File: src/rtl/sp_ram_fifo_pkg.sv
// Shared constants and types for the single-port-RAM stream FIFO controller.
// Define SP_RAM_FIFO_OUTREG_EN when the RAM is built with its output register enabled.
package sp_ram_fifo_pkg;

`ifdef SP_RAM_FIFO_OUTREG_EN
    localparam int LAT = 2;
`else
    localparam int LAT = 1;
`endif

    localparam int OBUF_DEPTH = LAT + 1;
    localparam int OCC_W      = $clog2(OBUF_DEPTH + 1);

    typedef enum logic [1:0] {
        GRANT_NONE,
        GRANT_WR,
        GRANT_RD
    } grant_t;

endpackage

File: src/rtl/sp_ram_fifo_obuf.sv
// Small register FIFO that holds words returned by the RAM until the consumer takes them.
module sp_ram_fifo_obuf #(
    parameter int WIDTH      = 8,
    parameter int OBUF_DEPTH = 2,
    localparam int IDX_W     = (OBUF_DEPTH > 1) ? $clog2(OBUF_DEPTH) : 1,
    localparam int OCC_W     = $clog2(OBUF_DEPTH + 1)
) (
    input  logic             clock,
    input  logic             reset_n,
    input  logic             push,
    input  logic [WIDTH-1:0] push_data,
    input  logic             pop,
    output logic [WIDTH-1:0] head,
    output logic [OCC_W-1:0] occ,
    output logic             not_empty
);

    localparam logic [IDX_W-1:0] LAST_IDX = IDX_W'(OBUF_DEPTH - 1);

    logic [WIDTH-1:0] mem [OBUF_DEPTH];
    logic [IDX_W-1:0] wr_idx;
    logic [IDX_W-1:0] rd_idx;

    always_ff @(posedge clock or negedge reset_n) begin
        if (!reset_n) begin
            for (int i = 0; i < OBUF_DEPTH; i++) mem[i] <= '0;
            wr_idx <= '0;
            rd_idx <= '0;
            occ    <= '0;
        end else begin
            if (push) begin
                mem[wr_idx] <= push_data;
                wr_idx      <= (wr_idx == LAST_IDX) ? '0 : wr_idx + 1'b1;
            end
            if (pop) rd_idx <= (rd_idx == LAST_IDX) ? '0 : rd_idx + 1'b1;
            case ({push, pop})
                2'b10:   occ <= occ + 1'b1;
                2'b01:   occ <= occ - 1'b1;
                default: occ <= occ;
            endcase
        end
    end

    assign head      = mem[rd_idx];
    assign not_empty = (occ != '0);

endmodule

File: src/rtl/sp_ram_fifo_ctrl.sv
// Valid/ready FIFO built on a single-port RAM: one access per cycle, fair write/read arbitration.
// SP_RAM_FIFO_OUTREG_EN selects the two-cycle RAM read latency (RAM output register on).
module sp_ram_fifo_ctrl
    import sp_ram_fifo_pkg::*;
#(
    parameter int SIZE  = 16,
    parameter int WIDTH = 8,
    parameter int DEPTH = 4
) (
    input  logic             clock,
    input  logic             reset_n,
    input  logic [WIDTH-1:0] in_data,
    input  logic             in_valid,
    output logic             in_ready,
    output logic [WIDTH-1:0] out_data,
    output logic             out_valid,
    input  logic             out_ready,
    output logic [DEPTH-1:0] ram_address,
    output logic [WIDTH-1:0] ram_data,
    output logic             ram_data_valid,
    input  logic [WIDTH-1:0] ram_q,
    output logic [DEPTH+1:0] count
);

    localparam logic [DEPTH:0]   SIZE_C   = (DEPTH + 1)'(SIZE);
    localparam logic [DEPTH-1:0] LAST_PTR = DEPTH'(SIZE - 1);
    localparam logic [OCC_W:0]   CREDIT_C = (OCC_W + 1)'(OBUF_DEPTH);

    logic [DEPTH-1:0] wr_ptr;
    logic [DEPTH-1:0] rd_ptr;
    logic [DEPTH:0]   ram_count;
    logic [LAT-1:0]   tag_p;
    logic             last_rd;
    logic [OCC_W-1:0] occ;
    logic [OCC_W-1:0] inflight;
    logic [OCC_W:0]   held;
    logic             not_full;
    logic             wr_req;
    logic             rd_req;
    logic             in_acc;
    logic             out_acc;
    grant_t           grant;

    always_comb begin
        inflight = '0;
        for (int i = 0; i < LAT; i++) inflight = inflight + OCC_W'(tag_p[i]);
    end

    // Requests are masked during reset so nothing reaches the RAM port.
    assign not_full = (ram_count < SIZE_C);
    assign held     = {1'b0, occ} + {1'b0, inflight};
    assign wr_req   = reset_n && in_valid && not_full;
    assign rd_req   = reset_n && (ram_count != '0) && (held < CREDIT_C);

    always_comb begin
        grant = GRANT_NONE;
        if (wr_req && rd_req) grant = last_rd ? GRANT_WR : GRANT_RD;
        else if (wr_req)      grant = GRANT_WR;
        else if (rd_req)      grant = GRANT_RD;
    end

    assign in_ready = reset_n && not_full && (!rd_req || grant == GRANT_WR);
    assign in_acc   = in_valid && in_ready;
    assign out_acc  = out_valid && out_ready;

    always_comb begin
        ram_address    = rd_ptr;
        ram_data       = '0;
        ram_data_valid = 1'b0;
        if (grant == GRANT_WR) begin
            ram_address    = wr_ptr;
            ram_data       = in_data;
            ram_data_valid = 1'b1;
        end
    end

    always_ff @(posedge clock or negedge reset_n) begin
        if (!reset_n) begin
            wr_ptr    <= '0;
            rd_ptr    <= '0;
            ram_count <= '0;
            tag_p     <= '0;
            last_rd   <= 1'b0;
            count     <= '0;
        end else begin
            if (grant == GRANT_WR) begin
                wr_ptr    <= (wr_ptr == LAST_PTR) ? '0 : wr_ptr + 1'b1;
                ram_count <= ram_count + 1'b1;
            end
            if (grant == GRANT_RD) begin
                rd_ptr    <= (rd_ptr == LAST_PTR) ? '0 : rd_ptr + 1'b1;
                ram_count <= ram_count - 1'b1;
            end
            // Tag marks which RAM output cycles carry read data rather than write-through.
            tag_p[0] <= (grant == GRANT_RD);
            for (int i = 1; i < LAT; i++) tag_p[i] <= tag_p[i-1];
            if (wr_req && rd_req) last_rd <= (grant == GRANT_RD);
            case ({in_acc, out_acc})
                2'b10:   count <= count + 1'b1;
                2'b01:   count <= count - 1'b1;
                default: count <= count;
            endcase
        end
    end

    sp_ram_fifo_obuf #(
        .WIDTH      (WIDTH),
        .OBUF_DEPTH (OBUF_DEPTH)
    ) u_obuf (
        .clock     (clock),
        .reset_n   (reset_n),
        .push      (tag_p[LAT-1]),
        .push_data (ram_q),
        .pop       (out_acc),
        .head      (out_data),
        .occ       (occ),
        .not_empty (out_valid)
    );

endmodule

File: config.mk
export PLATFORM = sky130hd
export DESIGN_NAME = sp_ram_fifo_ctrl
export DESIGN_NICKNAME = d
export VERILOG_FILES = /design/src/rtl/sp_ram_fifo_pkg.sv /design/src/rtl/sp_ram_fifo_obuf.sv /design/src/rtl/sp_ram_fifo_ctrl.sv
export SDC_FILE = /design/constraint.sdc
export NUM_CORES = 1
export LEC_CHECK = 0
export CORE_MARGIN = 5
export CORE_UTILIZATION = 35
export DETAILED_ROUTE_END_ITERATION = 16
export GPL_ROUTABILITY_DRIVEN = 1
export PLACE_DENSITY = 0.71
export SLEW_MARGIN = 40
export SYNTH_ARGS = -nofsm -noshare
export SYNTH_HDL_FRONTEND = slang
export SYNTH_HIERARCHICAL = 1
export SYNTH_SLANG_ARGS = --single-unit
File: constraint.sdc
create_clock -name clock -period 3.95 [get_ports clock]
set_input_delay 1.185 -clock clock [delete_from_list [all_inputs] [get_ports clock]]
set_output_delay 1.185 -clock clock [all_outputs]
set_load 0.01 [all_outputs]
After elaboration in Yosys (flattened, before gate mapping)
Cells that the tools add are included.
- flip-flop bits (word level): 41
- input port bits: 20
- output and inout bits: 29
- word-level logic and storage cells: 75
- add/sub/neg operators: 11
- order comparisons: 5
- eq/ne operators: 8
- multiplexer cells: 21
- bitwise logic cells: 2
- reduce and logical (&&, ||, !) cells: 17
- operators by type and width (kind ; count):
    8-bit two-way mux ; 5
    16-bit bitwise mux ; 1
    4-bit two-way mux ; 3
    6-bit case mux with 2 select lines ; 1
    1-bit logical AND ; 10
    5-bit two-way mux ; 2
    4-bit by 1-bit adder with 4-bit output, second input constant ; 2
    8-bit demux with 1-bit select ; 1
    4-bit == test, second input constant ; 2
    2-bit two-way mux ; 4
    2-bit nonzero test ; 4
    6-bit by 1-bit adder with 6-bit output, second input constant ; 1
    2-bit by 1-bit == test with 1-bit output, second input constant ; 3
    2-bit == test, second input constant ; 3
    6-bit by 1-bit subtractor with 6-bit output, second input constant ; 1
    5-bit by 1-bit adder with 5-bit output, second input constant ; 1
    5-bit less-than comparator, second input constant ; 1
    5-bit nonzero test ; 1
    5-bit by 1-bit subtractor with 5-bit output, second input constant ; 1
    2-bit greater-or-equal comparator, second input constant ; 2
    1-bit NOT with 2-bit output ; 2
    2-bit case mux with 2 select lines ; 1
    2-bit by 1-bit adder with 3-bit output ; 1
    3-bit by 2-bit less-than comparator with 1-bit output, second input constant ; 1
    7 further kinds ; 10

Longest topological paths before layout
Gate-level depths: netlist of run 1.
- word-level depth: 12
- mapped depth: 15
- mapped depth without buffers: 13

Cells and area by module
Netlist of run 1, hierarchy kept.
- modules (own cells, without submodules) (module ; times used ; cells an instance ; area an instance (um^2) ; sequential area each (um^2)):
    sp_ram_fifo_ctrl ; 1 ; 146 ; 1430.1 ; 525.5
    sp_ram_fifo_obuf ; 1 ; 56 ; 863.3 ; 500.5

Least setup slack after synthesis of run 1
Ideal clock, no wire load.
- path kind: input port to flip-flop
- from: input port reset_n
- to: register count[5]
- library setup time: 111 ps
- arrival: 4006 ps
- required time: 3839 ps
- slack: -167 ps
- cell stages on the path: 14
- path buffers: 2
- path through: nand2b_1 a221o_1 o21ai_1 inv_1 ha_1 clkbuf_1 clkbuf_1 o21ai_0 ha_1 ha_1 a211oi_2 nor2_1 mux2_4 a2111oi_2
- longest elaborated chain between the ends: 11
- elaborated cells on any way between the ends: 18
- classes of those cells: 3 x eq/ne; 4 x mux; 11 x reduce/logical
- RTL lines (item ; RTL line ; RTL):
    start, declared ; sp_ram_fifo_ctrl.sv:11 ; input logic reset_n,
    1-bit logical AND (2 in series) ; sp_ram_fifo_ctrl.sv:53 ; assign rd_req = reset_n && (ram_count != '0) && (held < CREDIT_C);
    2-bit two-way mux ; sp_ram_fifo_ctrl.sv:59 ; else if (rd_req) grant = GRANT_RD;
    2-bit two-way mux ; sp_ram_fifo_ctrl.sv:58 ; else if (wr_req) grant = GRANT_WR;
    2-bit two-way mux ; sp_ram_fifo_ctrl.sv:57 ; if (wr_req && rd_req) grant = last_rd ? GRANT_WR : GRANT_RD;
    2-bit by 1-bit == test with 1-bit output ; sp_ram_fifo_ctrl.sv:62 ; assign in_ready = reset_n && not_full && (!rd_req || grant == GRANT_WR);
    1-bit logical OR ; sp_ram_fifo_ctrl.sv:62 ;
    1-bit logical AND * ; sp_ram_fifo_ctrl.sv:62 ;
    1-bit logical AND * ; sp_ram_fifo_ctrl.sv:63 ; assign in_acc = in_valid && in_ready;
    2-bit by 1-bit == test with 1-bit output / 2-bit == test (equally long branches) ; sp_ram_fifo_ctrl.sv:98 ; case ({in_acc, out_acc})
    6-bit case mux with 2 select lines / 2-bit nonzero test (equally long branches) ; n/a ;
    end signal, assigned ; sp_ram_fifo_ctrl.sv:99 ; 2'b10: count <= count + 1'b1;
    end signal, assigned ; sp_ram_fifo_ctrl.sv:100 ; 2'b01: count <= count - 1'b1;
    end signal, assigned ; sp_ram_fifo_ctrl.sv:101 ; default: count <= count;
    end, declared ; sp_ram_fifo_ctrl.sv:22 ; output logic [DEPTH+1:0] count
Every way passes the cells marked *; elsewhere a longest branch is shown, timed or not.
A chain may end at the register's enable or synchronous reset.

Worst setup path in the final report of run 1
- from: input port reset_n
- to: output port ram_address[0]
- longest elaborated chain between the ends: 7
- elaborated cells on any way between the ends: 10
- classes of those cells: 1 x eq/ne; 4 x mux; 5 x reduce/logical
- RTL lines (item ; RTL line ; RTL):
    1-bit logical AND (2 in series) ; sp_ram_fifo_ctrl.sv:53 ;
    2-bit two-way mux ; sp_ram_fifo_ctrl.sv:59 ;
    2-bit two-way mux ; sp_ram_fifo_ctrl.sv:58 ;
    2-bit two-way mux * ; sp_ram_fifo_ctrl.sv:57 ;
    2-bit by 1-bit == test with 1-bit output * ; sp_ram_fifo_ctrl.sv:70 ; if (grant == GRANT_WR) begin
    4-bit two-way mux * ; sp_ram_fifo_ctrl.sv:70 ;
    end, declared ; sp_ram_fifo_ctrl.sv:18 ; output logic [DEPTH-1:0] ram_address,
Marks and branches as above.

==> results.py, run 1 <==
metrics = {
    "outcome": {
        "status": "finished, final reports clean",
    },
    "global_routing": {
        "grt_max_degree": 38,
        "track_usage": 0.1195,
        "grt_pass1_wl_um": 8252,
        "antenna_found_initial": 0,
        "grt_overflow": 0,
        "grt_pass1_vias": 1818,
    },
    "drt": {
        "drc_errors": 0,
        "finalWirelength_um": 4902,
        "routed_via_density": 4.834,
        "dr_total_vias": 1721,
        "wl_per_cell_um": 13.77,
        "drtIter0Drc": 61,
        "ant_nets": 0,
        "first_pass_iters": 4,
    },
    "synthesis": {
        "yosys_warnings": 6,
        "ys_types": 44,
        "seq_area_frac_synth": 0.4474,
        "synth_top_area_frac": 0.4474,
        "synth.area.top_cells": "dfrtp_1 45%, mux2_2 15%, ha_1 7.1%",
        "syn_nets": 237,
        "yosys.area.top_type": "dfrtp_1",
        "yosysMostFrequentCell": "dfrtp_1",
        "synth_common_cells": "41 x dfrtp_1, 30 x mux2_2, 14 x o21ai_0, 13 x ha_1, 12 x inv_1",
        "synth_area_sq_mm": 0.002293,
        "syn_inst": 202,
        "syn_area_per_cell_sq_um": 11.35,
        "synthFlopType": "dfrtp_1",
        "synth_edf_count": 0,
        "synth-seq-cells": 41,
        "postSynth.asyncResetShare": 1.000,
    },
    "cells_and_area": {
        "fillers": 576,
        "areaGrowthSynthToFinish_pct": 38.24,
        "final_area_sq_mm": 0.003171,
        "regArea_sq_mm": 0.001026,
        "postLayoutCoreUtil": 0.4993,
        "layout.nets": 314,
        "drive_gt1_frac": 0.3333,
        "antenna_cells": 0,
        "multi_input_area_sq_mm": 0.001244,
    },
    "sta": {
        "min_period_over_period": 0.9867,
        "worst_pin_slew_ns": 0.4690,
        "fin_skew_ns": 0.01033,
        "setup_viol": 0,
        "period_minus_slack_ns": 3.897,
        "hold_viol_final": 0,
        "timing.fmax_ghz": 0.2566,
        "maxSlewHeadroom": 0.6874,
        "finalMaxSlewViolations": 0,
    },
    "power": {
        "cellPowerDensity_mw_per_mm2": 812.2,
        "vdd_drop_max_v": 0.0005077,
        "p_leak_nw": 1.414,
    },
    "placed_design": {
        "placed_area_sq_mm": 0.002959,
        "hpwl_um": 3401,
        "gp_congestion": 0.8233,
        "portBuffers": 48,
    },
    "cts": {
        "clkSlewWorstSetupHoldPaths_ns": 0.07,
        "cts_buffers": 5,
        "htreeDepth": 2,
        "clock_latency_ns": 0.29,
        "cts_root_buf": "clkbuf_8",
        "cts_max_path_buffers": 2,
        "cts_tree": "done",
        "cts-hold-fix-buffers": 0,
        "cts.sinks": 41,
    },
    "setup_path": {
        "max_stage_delay_ns": 0.38,
        "critical_path_class": "primary input to output port",
        "worst_path_max_delay_cell": "a221o_2",
        "worstPathRequired_ns": 2.76,
        "crit_chain": "buf_2, nand2b_1, a221o_2, o21ai_2, inv_2, ha_4, buf_6, mux2_4, buf_6",
        "path_max_fanout": 7,
        "arrival_ns": 2.71,
        "setup.worst_path.start_class": "primary input",
        "critical_path.most_common_cell": "buf_6",
        "endpoint_kind": "output port",
    },
    "worst_hold_path": {
        "min_path_type": "flip-flop to flip-flop",
    },
    "floorplan": {
        "die-area_sq_mm": 0.008272,
        "die_w_um": 90.95,
        "die_y_um": 90.95,
        "ios": 49,
        "start_util": 0.3612,
        "row_count": 29,
        "core_sq_mm": 0.006350,
    },
    "job": {
        "drv_cap": 0,
    },
}
## report_power, final
| group | switching (mW) | leakage [nW] | total, mW | internal [mW] |
|---|---|---|---|---|
| Clock | 0.142 | 0.0433 | 0.280 | 0.138 |
| Sequential | 0.202 | 0.493 | 0.839 | 0.637 |
| Combinational | 0.599 | 0.877 | 1.46 | 0.857 |
## logic make-up (layout without fill, tap and decap cells)
kind of cell    count (synthesis)  count (layout)  synth area share
mux                            32              32            0.1582
xor+xnor                       13              13           0.04965
fa+ha+maj                      15              15           0.08838
flops                          41              41            0.4474
buf+inv                        19              96           0.03491
compound gates                 40              40            0.1162
simple gates                   42              42            0.1053
## worst max-delay path: cells and delay by family
family,cells,cell delay [ns]
buffers and inverters,4,0.42
and+or+nand+nor,1,0.06
adders and majority gates,1,0.19
AOI/OAI and AO/OA,2,0.57
muxes,1,0.29
## path summary, 6_finish.rpt
| check | startpoint | to | slack [ns] | depth (start not counted) |
|---|---|---|---|---|
| max | reset_n | ram_address[0] | 0.05 | 9 |
| min | u_obuf/occ[1] | u_obuf/occ[1] | 0.50 | 1 |
| max reg2reg | tag_p | count[5] | 0.69 | 13 |
| min reg2reg | u_obuf/occ[1] | u_obuf/occ[1] | 0.50 | 1 |
| max in group asynchronous | reset_n | ram_count[2] | 2.62 | 2 |
| min in group asynchronous | reset_n | wr_ptr[1] | 0.93 | 3 |
## per-layer routing
metal	share of wire	track usage	vias up	routed length (um)
met2	0.48	0.1983	32	2376
met1	0.46	0.1508	819	2264
met4	0.0098	0.03790	0	48
li1	-	-	865	-
met5	0	0	-	0
met3	0.043	0.03306	5	212
## flip-flops by register name, indices dropped and copies added (netlist names)
name / cells
u_obuf/occ: 2
u_obuf/wr_idx: 1
u_obuf/mem: 16
ram_count: 5
count: 6
u_obuf/rd_idx: 1
tag_p: 1
wr_ptr: 4
last_rd: 1
rd_ptr: 4
## through the flow
step / hold slack (ns) / setup TNS, ns / total power [mW] / setup slack, ns / instances
2_1_floorplan: 0.4472 / 0 / 1.684 / 0.03804 / 202
3_3_place_gp: 0.4744 / -4.864 / 2.178 / -0.3387 / 337
3_5_place_dp: 0.4874 / -5.087 / 2.214 / -0.3566 / 337
4_1_cts: 0.4978 / -0.02070 / 2.508 / -0.02070 / 348
5_1_grt: 0.5105 / -0.0009261 / 2.800 / -0.0009261 / 356
6_report: 0.4990 / 0 / 2.575 / 0.05251 / 356
## layout make-up
class                           count  share of cell area
Multi-Input combinational cell    142              0.3923
Sequential cell                    41              0.3236
Inverter                           13             0.01539
Timing Repair Buffer               76              0.2099
Clock inverter                      1            0.002368
Tap cell                           77             0.03039
Clock buffer                        6             0.02605
## what timing repair did
action                                  in CTS  in global routing
setup buffers                                4                  8
cloned                                       0                  0
endpoints found under the setup margin      14                 14
resized for setup                           31                 28
pin swaps                                    3                  3
## cell usage in the layout (no fill, tap or decap), drive strengths merged, types with 4 or more instances in the layout
master,n
inv,13
o21ai,15
clkdlybuf4s50,32
nand2,11
xnor2,6
xor2,7
dfrtp,41
buf,32
ha,13
a21oi,6
nor2b,4
and2,9
clkbuf,13
nor2,5
nor3b,4
mux2,31
Note: power is estimated with default switching activity, not from simulation.
==> inputs of run 2 (changes only) <==
- ABC_AREA: default -> 0
- CORE_UTILIZATION: 35 -> 43
- PLACE_DENSITY: 0.71 -> 0.81
- TNS_END_PERCENT: default -> 5
==> run 2 against run 1 <==
Maximum frequency shrank 0.41%. Global-route usage grew 3.2 points. Largest power group unchanged. Hold slack gained 0.00089 ns. Largest cell class unchanged. Combinational power is essentially flat. Critical path depth is the same. Clock skew shrank 0.0048 ns. Cell count shrank 3.4%. First-iteration DRC count grew 21%. Sequential power is essentially flat.
==> results.py, run 2 (synthesis gave the netlist of run 1 again) <==
metrics = {
    "setup_path": {
        "worst_path_max_delay_cell": "a221o_1",
        "reg2reg_to": "count[5]",
        "endpoint_kind": "output port",
        "crit_chain": "buf_2, nand2b_1, a221o_1, o21ai_2, inv_2, ha_4, buf_4, mux2_4, buf_6",
        "critPathTopFamily": "compound AO/OA/AOI/OAI gates",
        "arrival_ns": 2.73,
        "regToRegSetupSlack_ns": 0.48,
        "endpoint": "ram_address[0]",
        "crit_buf_inv": 4,
        "crit_cells": 9,
        "worstPathRequired_ns": 2.76,
        "critical_path_class": "primary input to output port",
        "setup.worst_path.start_class": "primary input",
        "r2r-start": "ram_count[0]",
        "r2r.worst_path.cells": 15,
        "max_stage_delay_ns": 0.36,
        "critPathLaunch": "reset_n",
        "path_max_fanout": 6,
    },
    "sta": {
        "hold_viol_final": 0,
        "period_minus_slack_ns": 3.913,
        "worst_pin_slew_ns": 0.4317,
        "min_period_over_period": 0.9907,
        "rsz0062_at_grt": "no",
        "finalMaxSlewViolations": 0,
        "whs_ns": 0.4999,
        "fin_setup_tns_ns": 0,
        "timing.fmax_ghz": 0.2555,
        "fin_skew_ns": 0.005547,
        "maxSlewHeadroom": 0.7122,
        "setup_viol": 0,
    },
    "floorplan": {
        "core_sq_mm": 0.005140,
        "ios": 49,
        "start_util": 0.4462,
        "die_w_um": 83.03,
        "die-area_sq_mm": 0.006894,
        "row_count": 26,
        "die_y_um": 83.03,
    },
    "drt": {
        "drtIter0Drc": 74,
        "wl_per_cell_um": 14.29,
        "ant_nets": 0,
        "first_pass_iters": 4,
        "dr_total_vias": 1727,
        "drc_errors": 0,
        "routed_via_density": 5.020,
        "finalWirelength_um": 4917,
    },
    "cells_and_area": {
        "antenna_cells": 0,
        "drive_gt1_frac": 0.2956,
        "final_cells": 344,
        "layout.nets": 309,
        "top_regs": "u_obuf/mem: 16 flops, count: 6 flops, ram_count: 5 flops",
        "multi_input_area_sq_mm": 0.001246,
        "largest-register": "u_obuf/mem",
        "areaGrowthSynthToFinish_pct": 37.04,
        "mostFrequentLayoutCells": "41 x dfrtp_1, 32 x clkdlybuf4s50_1, 29 x mux2_2",
        "fillers": 447,
        "largest_register_ffs": 16,
        "final_common_cell": "dfrtp_1",
        "regArea_sq_mm": 0.001026,
    },
    "power": {
        "power_frac_seq": 0.330,
        "vdd_drop_max_v": 0.0004546,
        "p_switching_mw": 0.9500,
        "p_leak_nw": 1.384,
        "pwr-share-comb": 0.560,
        "cellPowerDensity_mw_per_mm2": 812.0,
        "power_mw": 2.552,
        "power.internal_mw": 1.602,
        "clockPowerShare": 0.110,
        "switching_share": 0.3722,
    },
    "cts": {
        "cts_tree": "done",
        "cts_max_path_buffers": 2,
        "clkSlewWorstSetupHoldPaths_ns": 0.08,
        "htreeDepth": 2,
        "cts_buffers": 5,
        "cts_root_buf": "clkbuf_8",
        "clock_latency_ns": 0.29,
        "cts.sinks": 41,
        "cts-hold-fix-buffers": 0,
    },
    "placed_design": {
        "place_inst": 332,
        "portBuffers": 48,
        "hpwl_um": 3615,
        "gp_congestion": 0.7289,
    },
    "global_routing": {
        "track_usage": 0.1517,
        "grt_overflow": 0,
        "antenna_found_initial": 0,
        "grt_pass1_vias": 1825,
        "grt_pass1_wl_um": 8687,
        "grt_max_degree": 36,
    },
    "worst_hold_path": {
        "min_path_type": "flip-flop to flip-flop",
    },
    "outcome": {
        "status": "finished, final reports clean",
    },
    "job": {
        "drv_cap": 0,
    },
}
-- run 2: cell count changes in the layout (fill, tap and decap cells not counted), moves of 4 or more --
| cell | before | now |
|---|---|---|
| buf_4 | 25 | 21 |
| clkdlybuf4s15_1 | 2 | 8 |
| clkbuf_2 | 7 | 3 |
| buf_6 | 6 | 1 |
-- run 2: through the flow --
stage,setup slack (ns),area [sq um],utilization
detailed placement,-0.3940,2965,0.5769
finish,0.03657,3143,0.6115
global placement,-0.3433,2965,0.5769
CTS,-0.1745,3064,0.5962
floorplan,0.03804,2310,-
global route,0.009115,3143,0.6115
-- run 2: layout make-up --
| cell class | instances | share of cell area |
|---|---|---|
| Multi-Input combinational cell | 142 | 0.3965 |
| Sequential cell | 41 | 0.3264 |
| Timing Repair Buffer | 71 | 0.2050 |
| Tap cell | 70 | 0.02787 |
| Clock buffer | 6 | 0.02627 |
| Inverter | 13 | 0.01553 |
| Clock inverter | 1 | 0.002389 |
-- run 2: power groups by stage --
stage	clock [mW]	combinational, mW	sequential [mW]
after floorplan	0	0.891	0.793
after global placement	0	1.35	0.832
after detailed placement	0	1.40	0.844
after CTS	0.289	1.40	0.839
after global routing	0.312	1.60	0.877
final	0.282	1.43	0.842
-- run 2: worst min path at each step --
stage	to	slack, ns	cells past startpoint	from
2_1_floorplan	u_obuf/occ[1]	0.45	1	u_obuf/occ[1]
3_3_place_gp	u_obuf/occ[1]	0.47	1	u_obuf/occ[1]
3_5_place_dp	u_obuf/occ[1]	0.48	1	u_obuf/occ[1]
4_1_cts	u_obuf/occ[1]	0.50	1	u_obuf/occ[1]
5_1_grt	u_obuf/mem[1]	0.52	1	u_obuf/mem[1]
6_report	u_obuf/occ[1]	0.50	1	u_obuf/occ[1]
-- run 2: timing repair --
item	in CTS	in global routing
endpoints found under the setup margin	14	15
resized for setup	19	27
setup buffers	2	3
pin swaps	2	5
-- run 2: routing by layer --
layer / part of all wire / wire [um] / global-route usage / up-vias
li1: - / - / - / 858
met1: 0.46 / 2262 / 0.2005 / 836
met2: 0.49 / 2424 / 0.2449 / 28
met3: 0.036 / 176 / 0.03564 / 5
met4: 0.011 / 53 / 0.04903 / 0
met5: 0 / 0 / 0 / -
==> inputs of run 3 (changes only) <==
- SLEW_MARGIN: 40 -> 25
- TNS_END_PERCENT: 5 -> 100
==> run 3 against run 2 <==
First-iteration DRC count increased by 35%. Die area unchanged. Utilization about the same. Critical path type unchanged.
==> results.py, run 3 (synthesis gave the netlist of run 1 again) <==
metrics = {
    "cts": {
        "cts_root_buf": "clkbuf_8",
        "clkSlewWorstSetupHoldPaths_ns": 0.08,
        "cts_max_path_buffers": 2,
        "htreeDepth": 2,
        "cts_buffers": 5,
        "cts_tree": "done",
        "clock_latency_ns": 0.29,
        "cts.sinks": 41,
    },
    "drt": {
        "drc_errors": 0,
        "ant_nets": 0,
        "drtIter0Drc": 100,
        "first_pass_iters": 4,
        "wl_per_cell_um": 14.35,
        "routed_via_density": 5.095,
        "dr_total_vias": 1763,
        "finalWirelength_um": 4964,
    },
    "outcome": {
        "status": "finished, final reports clean",
    },
    "cells_and_area": {
        "largest_register_ffs": 16,
        "mostFrequentLayoutCells": "41 x dfrtp_1, 32 x clkdlybuf4s50_1, 29 x mux2_2",
        "final_area_sq_mm": 0.003141,
        "drive_gt1_frac": 0.3043,
        "postLayoutCoreUtil": 0.6110,
        "final_common_cell": "dfrtp_1",
        "antenna_cells": 0,
        "top_regs": "u_obuf/mem: 16 flops, count: 6 flops, ram_count: 5 flops",
        "largest-register": "u_obuf/mem",
        "areaGrowthSynthToFinish_pct": 36.93,
        "layout.nets": 311,
    },
    "sta": {
        "worst_pin_slew_ns": 0.4332,
        "fin_skew_ns": 0.004750,
        "maxSlewHeadroom": 0.7112,
        "hold_viol_final": 0,
        "finalMaxSlewViolations": 0,
        "timing.fmax_ghz": 0.2537,
        "period_minus_slack_ns": 3.942,
        "min_period_over_period": 0.9979,
        "setup_viol": 0,
    },
    "setup_path": {
        "critical_path_class": "primary input to output port",
        "endpoint_kind": "output port",
        "worst_path_max_delay_cell": "a221o_1",
        "worstPathRequired_ns": 2.76,
        "reg2reg_to": "count[5]",
        "crit_chain": "buf_2, nand2b_1, a221o_1, o21ai_2, inv_2, ha_4, buf_4, mux2_4, buf_6",
        "path_max_fanout": 4,
        "arrival_ns": 2.76,
        "crit_buf_inv": 4,
        "regToRegSetupSlack_ns": 0.48,
        "setup.worst_path.start_class": "primary input",
        "r2r.worst_path.cells": 15,
        "critPathTopFamily": "compound AO/OA/AOI/OAI gates",
        "r2r-start": "ram_count[0]",
        "max_stage_delay_ns": 0.36,
    },
    "global_routing": {
        "antenna_found_initial": 0,
        "track_usage": 0.1533,
        "grt_max_degree": 36,
        "grt_pass1_wl_um": 8776,
        "grt_overflow": 0,
        "grt_pass1_vias": 1846,
    },
    "worst_hold_path": {
        "min_path_type": "flip-flop to flip-flop",
        "min_to": "u_obuf/occ[1]",
        "hold_start": "u_obuf/occ[1]",
        "hold_path_depth": 1,
    },
    "power": {
        "power.internal_mw": 1.605,
        "p_switching_mw": 0.9499,
        "vdd_drop_max_v": 0.0004541,
        "cellPowerDensity_mw_per_mm2": 813.5,
        "switching_share": 0.3718,
        "pwr-share-comb": 0.561,
        "clockPowerShare": 0.110,
        "power_frac_seq": 0.329,
        "p_leak_nw": 1.390,
    },
    "placed_design": {
        "gp_congestion": 0.7289,
        "portBuffers": 48,
        "hpwl_um": 3615,
        "placed_area_sq_mm": 0.002965,
    },
    "floorplan": {
        "ios": 49,
        "die_w_um": 83.03,
        "die-area_sq_mm": 0.006894,
        "core_sq_mm": 0.005140,
        "die_y_um": 83.03,
        "row_count": 26,
        "start_util": 0.4462,
    },
    "job": {
        "drv_cap": 0,
    },
}
[run 3: cell count changes in the layout (fill, tap and decap cells not counted)]
| cell | previous run | this run |
|---|---|---|
| buf_2 | 2 | 6 |
| buf_4 | 21 | 24 |
| clkbuf_2 | 3 | 0 |
| o21ai_0 | 13 | 11 |
| o21ai_1 | 0 | 2 |
| buf_12 | 1 | 0 |
| clkdlybuf4s15_1 | 8 | 7 |
[run 3: worst max path at each step]
stage              from  slack [ns]              to  depth (start not counted)
6_report        reset_n       0.008  ram_address[3]                          9
5_1_grt         reset_n       -0.03  ram_address[3]                          9
2_1_floorplan   reset_n        0.04        count[5]                         14
3_5_place_dp   in_valid       -0.39  ram_address[0]                          7
4_1_cts        in_valid       0.004        in_ready                          9
3_3_place_gp   in_valid       -0.34     ram_data[6]                          8
[run 3: power by group through the flow]
stage / Sequential (mW) / Clock, mW / Combinational (mW)
2_1_floorplan: 0.793 / 0 / 0.891
3_3_place_gp: 0.832 / 0 / 1.35
3_5_place_dp: 0.844 / 0 / 1.40
4_1_cts: 0.839 / 0.289 / 1.40
5_1_grt: 0.877 / 0.312 / 1.60
6_report: 0.841 / 0.280 / 1.43
[run 3: per-layer routing]
| metal | up-vias | global-route usage | part of all wire |
|---|---|---|---|
| li1 | 860 | - | - |
| met1 | 853 | 0.2036 | 0.45 |
| met3 | 5 | 0.03663 | 0.041 |
| met4 | 0 | 0.05201 | 0.010 |
| met5 | - | 0 | 0 |
| met2 | 45 | 0.2449 | 0.50 |
[run 3: cell type report]
type                            count  area (sq um)
Clock buffer                        6         82.58
Multi-Input combinational cell    142          1246
Sequential cell                    41          1026
Inverter                           13         48.80
Timing Repair Buffer               73         641.9
Clock inverter                      1         7.507
Fill cell                         450          1999
Tap cell                           70         87.58
[run 3: stage by stage]
stage          hold WS, ns  power, mW   TNS, ns  worst slack [ns]  cells
2_1_floorplan       0.4472      1.684         0           0.03804    202
3_3_place_gp        0.4712      2.181    -4.890           -0.3433    332
3_5_place_dp        0.4845      2.241    -5.616           -0.3940    332
4_1_cts             0.4998      2.528         0          0.003763    342
5_1_grt             0.5231      2.793  -0.05949          -0.02627    346
6_report            0.5001      2.555         0          0.008407    346
[run 3: timing repair]
action	4_1_cts	5_1_grt
pin swaps	3	3
gates cloned	0	0
setup endpoints to repair	14	15
buffers inserted	3	4
hold buffers	0	0
endpoints found under the hold margin	0	0
gates resized for setup	35	19
